File: config.mk
export PLATFORM = sky130hd
export DESIGN_NAME = product_accumulator
export DESIGN_NICKNAME = d
export VERILOG_FILES = /design/src/rtl/product_accumulator.sv
export SDC_FILE = /design/constraint.sdc
export NUM_CORES = 1
export LEC_CHECK = 0
export BUFFER_PORTS_ARGS = -buffer_cell sky130_fd_sc_hd__buf_2
export CORE_MARGIN = 5
export CORE_UTILIZATION = 60
export DETAILED_ROUTE_END_ITERATION = 7
export GPL_TIMING_DRIVEN = 0
export HOLD_SLACK_MARGIN = 0.15
export PLACE_DENSITY = 0.91
export SETUP_SLACK_MARGIN = 0.02
export SYNTH_ARGS = -nofsm -noshare
export SYNTH_HDL_FRONTEND = slang
export SYNTH_SLANG_ARGS = --single-unit
File: constraint.sdc
create_clock -name clk -period 7.31 [get_ports clk]
set_input_delay 0.731 -clock clk [delete_from_list [all_inputs] [get_ports clk]]
set_output_delay 0.731 -clock clk [all_outputs]
set_load 0.01 [all_outputs]
File: src/rtl/product_accumulator.sv
// rtl/product_accumulator.sv - saturating accumulator of signed Booth products with valid/ready result handoff
module product_accumulator #(
  parameter int WIDTH = 16,
  parameter int COUNT = 8,
  parameter int GUARD = 4,
  localparam int ACC_W = 2 * WIDTH + GUARD,
  localparam int CW    = $clog2(COUNT + 1)
) (
  input  logic               clk,
  input  logic               rst_n,
  input  logic               prod_valid,
  input  logic [2*WIDTH-1:0] product,
  input  logic               clear,
  output logic [ACC_W-1:0]   acc_out,
  output logic               acc_valid,
  input  logic               acc_ready,
  output logic               overflow,
  output logic               dropped,
  output logic               busy
);

  typedef enum logic {ACCUM, HOLD} state_t;

  localparam logic [ACC_W-1:0] ACC_MAX = {1'b0, {(ACC_W-1){1'b1}}};
  localparam logic [ACC_W-1:0] ACC_MIN = {1'b1, {(ACC_W-1){1'b0}}};

  state_t           state, state_d;
  logic [ACC_W-1:0] acc, acc_d;
  logic [CW-1:0]    cnt, cnt_d;
  logic             prev_valid;
  logic             accept;
  logic [ACC_W-1:0] acc_out_d;
  logic             acc_valid_d, overflow_d, dropped_d, busy_d;

  logic [ACC_W-1:0] prod_ext;
  logic [ACC_W:0]   sum_wide;
  logic             add_ovf;
  logic [ACC_W-1:0] sat_sum;

  // A held-high done level produces exactly one accept on its rising edge.
  assign accept = prod_valid & ~prev_valid;

  // One guarded add per accept; an extra bit exposes signed overflow for saturation.
  assign prod_ext = ACC_W'($signed(product));
  assign sum_wide = {acc[ACC_W-1], acc} + {prod_ext[ACC_W-1], prod_ext};
  assign add_ovf  = sum_wide[ACC_W] ^ sum_wide[ACC_W-1];
  assign sat_sum  = add_ovf ? (sum_wide[ACC_W] ? ACC_MIN : ACC_MAX) : sum_wide[ACC_W-1:0];

  // Next-state and datapath updates; clear outranks everything except reset.
  always_comb begin
    state_d     = state;
    acc_d       = acc;
    cnt_d       = cnt;
    acc_out_d   = acc_out;
    acc_valid_d = acc_valid;
    overflow_d  = overflow;
    dropped_d   = dropped;
    busy_d      = busy;
    if (clear) begin
      state_d     = ACCUM;
      acc_d       = '0;
      cnt_d       = '0;
      acc_valid_d = 1'b0;
      overflow_d  = 1'b0;
      busy_d      = 1'b0;
    end else begin
      case (state)
        ACCUM: begin
          if (accept) begin
            acc_d      = sat_sum;
            cnt_d      = cnt + CW'(1);
            busy_d     = 1'b1;
            overflow_d = overflow | add_ovf;
            if (cnt == CW'(COUNT - 1)) begin
              acc_out_d   = sat_sum;
              acc_valid_d = 1'b1;
              state_d     = HOLD;
            end
          end
        end
        HOLD: begin
          // Products arriving while a result waits are lost, including in the handoff cycle.
          if (accept) dropped_d = 1'b1;
          if (acc_valid && acc_ready) begin
            acc_valid_d = 1'b0;
            acc_d       = '0;
            cnt_d       = '0;
            overflow_d  = 1'b0;
            busy_d      = 1'b0;
            state_d     = ACCUM;
          end
        end
        default: state_d = ACCUM;
      endcase
    end
  end

  // State and datapath registers with synchronous active-low reset.
  always_ff @(posedge clk) begin
    if (!rst_n) begin
      state      <= ACCUM;
      acc        <= '0;
      cnt        <= '0;
      prev_valid <= 1'b0;
      acc_out    <= '0;
      acc_valid  <= 1'b0;
      overflow   <= 1'b0;
      dropped    <= 1'b0;
      busy       <= 1'b0;
    end else begin
      state      <= state_d;
      acc        <= acc_d;
      cnt        <= cnt_d;
      prev_valid <= prod_valid;
      acc_out    <= acc_out_d;
      acc_valid  <= acc_valid_d;
      overflow   <= overflow_d;
      dropped    <= dropped_d;
      busy       <= busy_d;
    end
  end

endmodule

# After elaboration in Yosys (flattened, before gate mapping)
# Index checks and enable logic that the tools add are counted.
[classes]
addsub = 2
multipliers = 0
n_div = 0
order_cmp = 0
eq_ne = 4
n_shift = 0
n_mux = 20
bitwise = 7
n_reduce_logical = 6
[ops]
columns = ["cell", "count"]
rows = [
  ["2-to-1 mux 36 bit", 4],
  ["case mux 36 bit (2 select lines)", 1],
  ["adder 36 x 32 -> 37 bit", 1],
  ["2-to-1 mux 1 bit", 8],
  ["2-to-1 mux 4 bit", 2],
  ["case mux 1 bit (2 select lines)", 4],
  ["case mux 4 bit (2 select lines)", 1],
  ["AND reduction 3 bit", 2],
  ["adder 4 x 1 -> 4 bit, second input constant", 1],
  ["== test 4 x 3 -> 1 bit, second input constant", 1],
  ["!= test 2 bit, second input constant", 2],
  ["NOT 1 bit", 4],
  ["AND reduction 4 bit", 1],
  ["!= test 2 x 1 -> 1 bit, second input constant", 1],
  ["AND reduction 2 bit", 1],
  ["OR reduction 2 bit", 1],
  ["AND 1 bit", 1],
  ["logical AND 1 bit", 1],
  ["OR 1 bit", 1],
  ["XOR 1 bit", 1],
]
[totals]
ff_bits = 82
latch_bits = 0
ram_bits = 0
romBits = 0
inputBits = 37
out_inout_bits = 40
memories = 0

# Depth between registers and ports, before layout
[logic_depth]
word_depth = 5
mapped_depth = 14

# Worst setup path before layout
# OpenSTA, ideal clock, no wires.
[synth_timing]
kind = "input-to-reg"
from = "in product[0]"
to = "reg acc[1]"
setup_time_ns = 0.091
t_arrival_ns = 3.185
path_slack_ns = 4.034
cell_stages = 12
path_buffers = 1
path_cell_list = "ha_1 > inv_1 > fa_1 > nand2b_1 > a21oi_1 > o2111ai_2 > o211ai_2 > a31o_2 > nand2_1 > or3_1 > buf_6 > a311oi_1"
[synth_via]
elab_chain_cells = 5
[synth_lines]
columns = ["element", "line", "text"]
rows = [
  ["from (decl)", "12", "input logic [2*WIDTH-1:0] product,"],
  ["adder 36 x 32 -> 37 bit (*)", "45", "assign sum_wide = {acc[ACC_W-1], acc} + {prod_ext[ACC_W-1], prod_ext};"],
  ["2-to-1 mux 36 bit or XOR 1 bit (tied branches)", "47, 46", ""],
  ["2-to-1 mux 36 bit (*)", "47", "assign sat_sum = add_ovf ? (sum_wide[ACC_W] ? ACC_MIN : ACC_MAX) : sum_wide[ACC_W-1:0];"],
  ["2-to-1 mux 36 bit (*)", "69", "if (accept) begin"],
  ["case mux 36 bit (2 select lines) (*)", "67", "case (state)"],
  ["to (signal assigned)", "102", "acc <= '0;"],
  ["to (signal assigned)", "112", "acc <= acc_d;"],
  ["to (decl)", "28", "logic [ACC_W-1:0] acc, acc_d;"],
]
# Mark *: on every way between the ends. The rest lies on a longest branch, timed or not. The select of a mux whose other input is x is not followed.
# A chain may end at the register's enable or synchronous reset.

# Final worst setup path
[layout_timing]
from = "in product[0]"
to = "reg acc_out[25]"
[layout_via]
elab_chain_cells = 3
[layout_lines]
columns = ["element", "line", "text"]
rows = [
  ["adder 36 x 32 -> 37 bit (*)", "45", ""],
  ["2-to-1 mux 36 bit or XOR 1 bit (tied branches)", "47, 46", ""],
  ["2-to-1 mux 36 bit (*)", "47", ""],
  ["to (signal assigned)", "115", "acc_out <= acc_out_d;"],
  ["to (decl)", "14", "output logic [ACC_W-1:0] acc_out,"],
]
# Mark *: on every way between the ends. The rest lies on a longest branch, timed or not.

==> metrics <==
clock buffer depth 2; post-synth top area share 33.4%; status complete, no violations; vias approximately 5100; Compound-Gate Fraction of Synth Area 27.9%; final max-slew violation count 0; Power Density about 190 nW/um^2; Core Area about 8100 sq um; layout cells sized above 1 18.7%; via density per instance between 6 and 7; CP required ~7.6 ns; cells after synthesis 602; dpl cells ~780; I/O Pins 77; Detailed Routing Iterations Pass 1 5; synthesis-to-layout area growth 14.6%; Netlist Area Pre-Place a little under 5000 sq um; FF+latch count, synth 82; delay-heaviest family, CP compound AO/OA/AOI/OAI gates; Antenna diodes 0; crit-path cells buf_2 > ha_1 > inv_1 > fa_1 > nand2b_1 > a21oi_1 > o2111ai_2 > o211ai_2 > a31o_2 > nand2_1 > nor3_4 > buf_6 > nor2_1 > o21ai_0; xor-xnor portion of the synthesized cell area roughly 5%; DP Wirelength about 10000 um; IO buf count 76; CTS root buffer clkbuf_8; Unique masters post-synth 68; Initial Util 60.7%; largest family of logic cells by synthesized area compound AO/OA/AOI/OAI gates; Syn Area/Cell 8.16 sq um; setup ws final roughly 3.5 ns; leak pwr roughly 2.6 nW; DIE WIDTH between 100 and 150 um; Overflow after GRT 0; share of flip-flops with an asynchronous set or reset 0%; Setup TNS 0 ns; Hold WS 0.457 ns; Core Rows 33; Synth top cells by count nand2_1, dfxtp_1, a21oi_1, o21ai_0, nor2_1; vias in the first global route ~4900; CTS buffer count 9; Max-Cap Viols 0; Slew headroom between 10% and 20%; Clock Latency Late Sink between 0.3 and 0.4 ns; Worst path max stage delay around 0.6 ns; CTS tree built; top-count cell post-synth nand2_1; post-cts resize count 0; first-pass GRT wire length 22600 um; CP Buf/Inv Count 3; remaining antenna violation count 0; synth top area cells dfxtp_1, ha_1, nand2_1; critical path endpoint category flop; CP max-delay cell nor3_4; Max IR drop VDD 0.101 mV; Post-synth EDFFs 0; Post-synth top flop dfxtp_1; Synth warnings 0; multiplexer share of the synthesized area 0%; Synth Area in Simple Gates 19.3%; Hold WC Path Type flop to flop; total length of routed wires 14000 um; syn nets between 600 and 700; # hold bufs at CTS 0; CTS Sinks 82; Initial DRC Count about 460; fin crit share 51.6%; sequential-to-total area share from yosys stat 33.4%; final setup fails 0; largest net degree at the start of global routing 17; routed len/inst approximately 18 um; CP Class input pin to flop; cell taking the most area after synthesis dfxtp_1; CP max FO 10; Place WS about 3.3 ns; die height 100 um; Storage cell area 1640 sq um; Die ar. roughly 10000 sq um; fillcell total roughly 640; unrepaired setup endpoints after global routing no; Remaining DRCs 0; Post-Synth Adder-Cell Area approximately 10%; Post-Layout Cell Count ~800; minimum clock period after layout between 3 and 4 ns; Core Util, Final 69.6%; Layout Skew about 0.012 ns; Placer Congestion between 1 and 1.5; htree depth 3; Multi-input gate area between 3000 and 4000 sq um; fin nets about 760; type of origin of the critical path input pin; Worst EP arrival roughly 4.1 ns; Final Hold Viols 0; postcts setup bufs 0; CTS clk-pin slew, worst paths roughly 0.09 ns; antenna violations before repair 0; fmax 265 MHz; slew of the pin with the lowest slew margin between 1 and 1.5 ns; GRT Util Overall between 20% and 30%
[flip-flops by register name (all words and copies together) (netlist names)]
register / cells
acc: 36
acc_out: 36
acc_valid: 1
busy: 1
cnt: 4
dropped: 1
overflow: 1
prev_valid: 1
state: 1
[cell usage in the layout, fill, tap and decap left out, types with 3 or more instances in the layout]
| cell | count |
|---|---|
| a211oi_1 | 5 |
| a21boi_0 | 3 |
| a21o_1 | 14 |
| a21oi_1 | 51 |
| a21oi_2 | 3 |
| a22o_1 | 15 |
| a311oi_1 | 4 |
| a31oi_1 | 11 |
| and2_1 | 5 |
| and3_1 | 3 |
| buf_2 | 80 |
| buf_6 | 5 |
| clkbuf_1 | 14 |
| clkbuf_8 | 12 |
| dfxtp_1 | 82 |
| ha_1 | 37 |
| inv_1 | 8 |
| inv_6 | 3 |
| nand2_1 | 87 |
| nand2b_1 | 9 |
| nand3_1 | 17 |
| nand4_1 | 7 |
| nor2_1 | 49 |
| nor3_1 | 4 |
| o211ai_1 | 8 |
| o21a_1 | 6 |
| o21ai_0 | 51 |
| o21ai_1 | 18 |
| or3_1 | 3 |
| xnor2_1 | 14 |
| xor2_1 | 14 |
[final timing paths]
kind	from	end	slack, ns	depth (start not counted)
worst min register to register	acc_out[18]	acc_out[18]	0.46	2
worst max-delay path	product[0]	acc_out[25]	3.54	14
worst min-delay path	acc_out[18]	acc_out[18]	0.46	2
worst max register to register	acc[0]	acc_out[25]	3.62	13
[layout make-up]
cell class / count / area share, %
timing repair buffer: 76 / 6.75
inverter: 8 / 0.533
tap: 105 / 2.33
buffer: 28 / 3.29
sequential: 82 / 29.1
multi-input combinational: 484 / 54.3
clock inverter: 7 / 1.47
clock buffer: 9 / 2.20
[metal layers]
layer  wire length, um  GRT usage, %  share of wire (%)
met3              1300          6.23                9.3
met2              6490          45.2                 46
met1              5670          35.4                 40
met4               557          12.3                4.0
met5                 0             0                  0
[logic make-up (layout without fill, tap and decap cells)]
family	Yosys count	in the layout
buffers and inverters	36	128
AO/OA/AOI/OAI	214	214
adder cells (fa/ha/maj)	39	39
XOR/XNOR	28	28
flip-flops	82	82
AND/OR/NAND/NOR	203	203
[report_power, final]
part           total (mW)  switching (mW)  internal [mW]
Sequential          0.464         0.00670          0.457
Clock               0.358           0.194          0.164
Combinational       0.231           0.146         0.0850
[worst register-to-register path, delay by kind of cell, from the launching register on]
family / cells / cell delay (ns)
AND/OR/NAND/NOR: 4 / 1.11
buffers and inverters: 2 / 0.30
flip-flops: 1 / 0.36
AO/OA/AOI/OAI: 5 / 1.27
adder cells (fa/ha/maj): 2 / 0.58
[stage by stage]
step,area (sq um),power (mW)
2_1_floorplan,4910,0.635
3_3_place_gp,5430,0.685
3_5_place_dp,5430,0.693
4_1_cts,5630,1.04
5_1_grt,5630,1.10
6_report,5630,1.05
No activity file was read; power rests on OpenSTA's default activity.
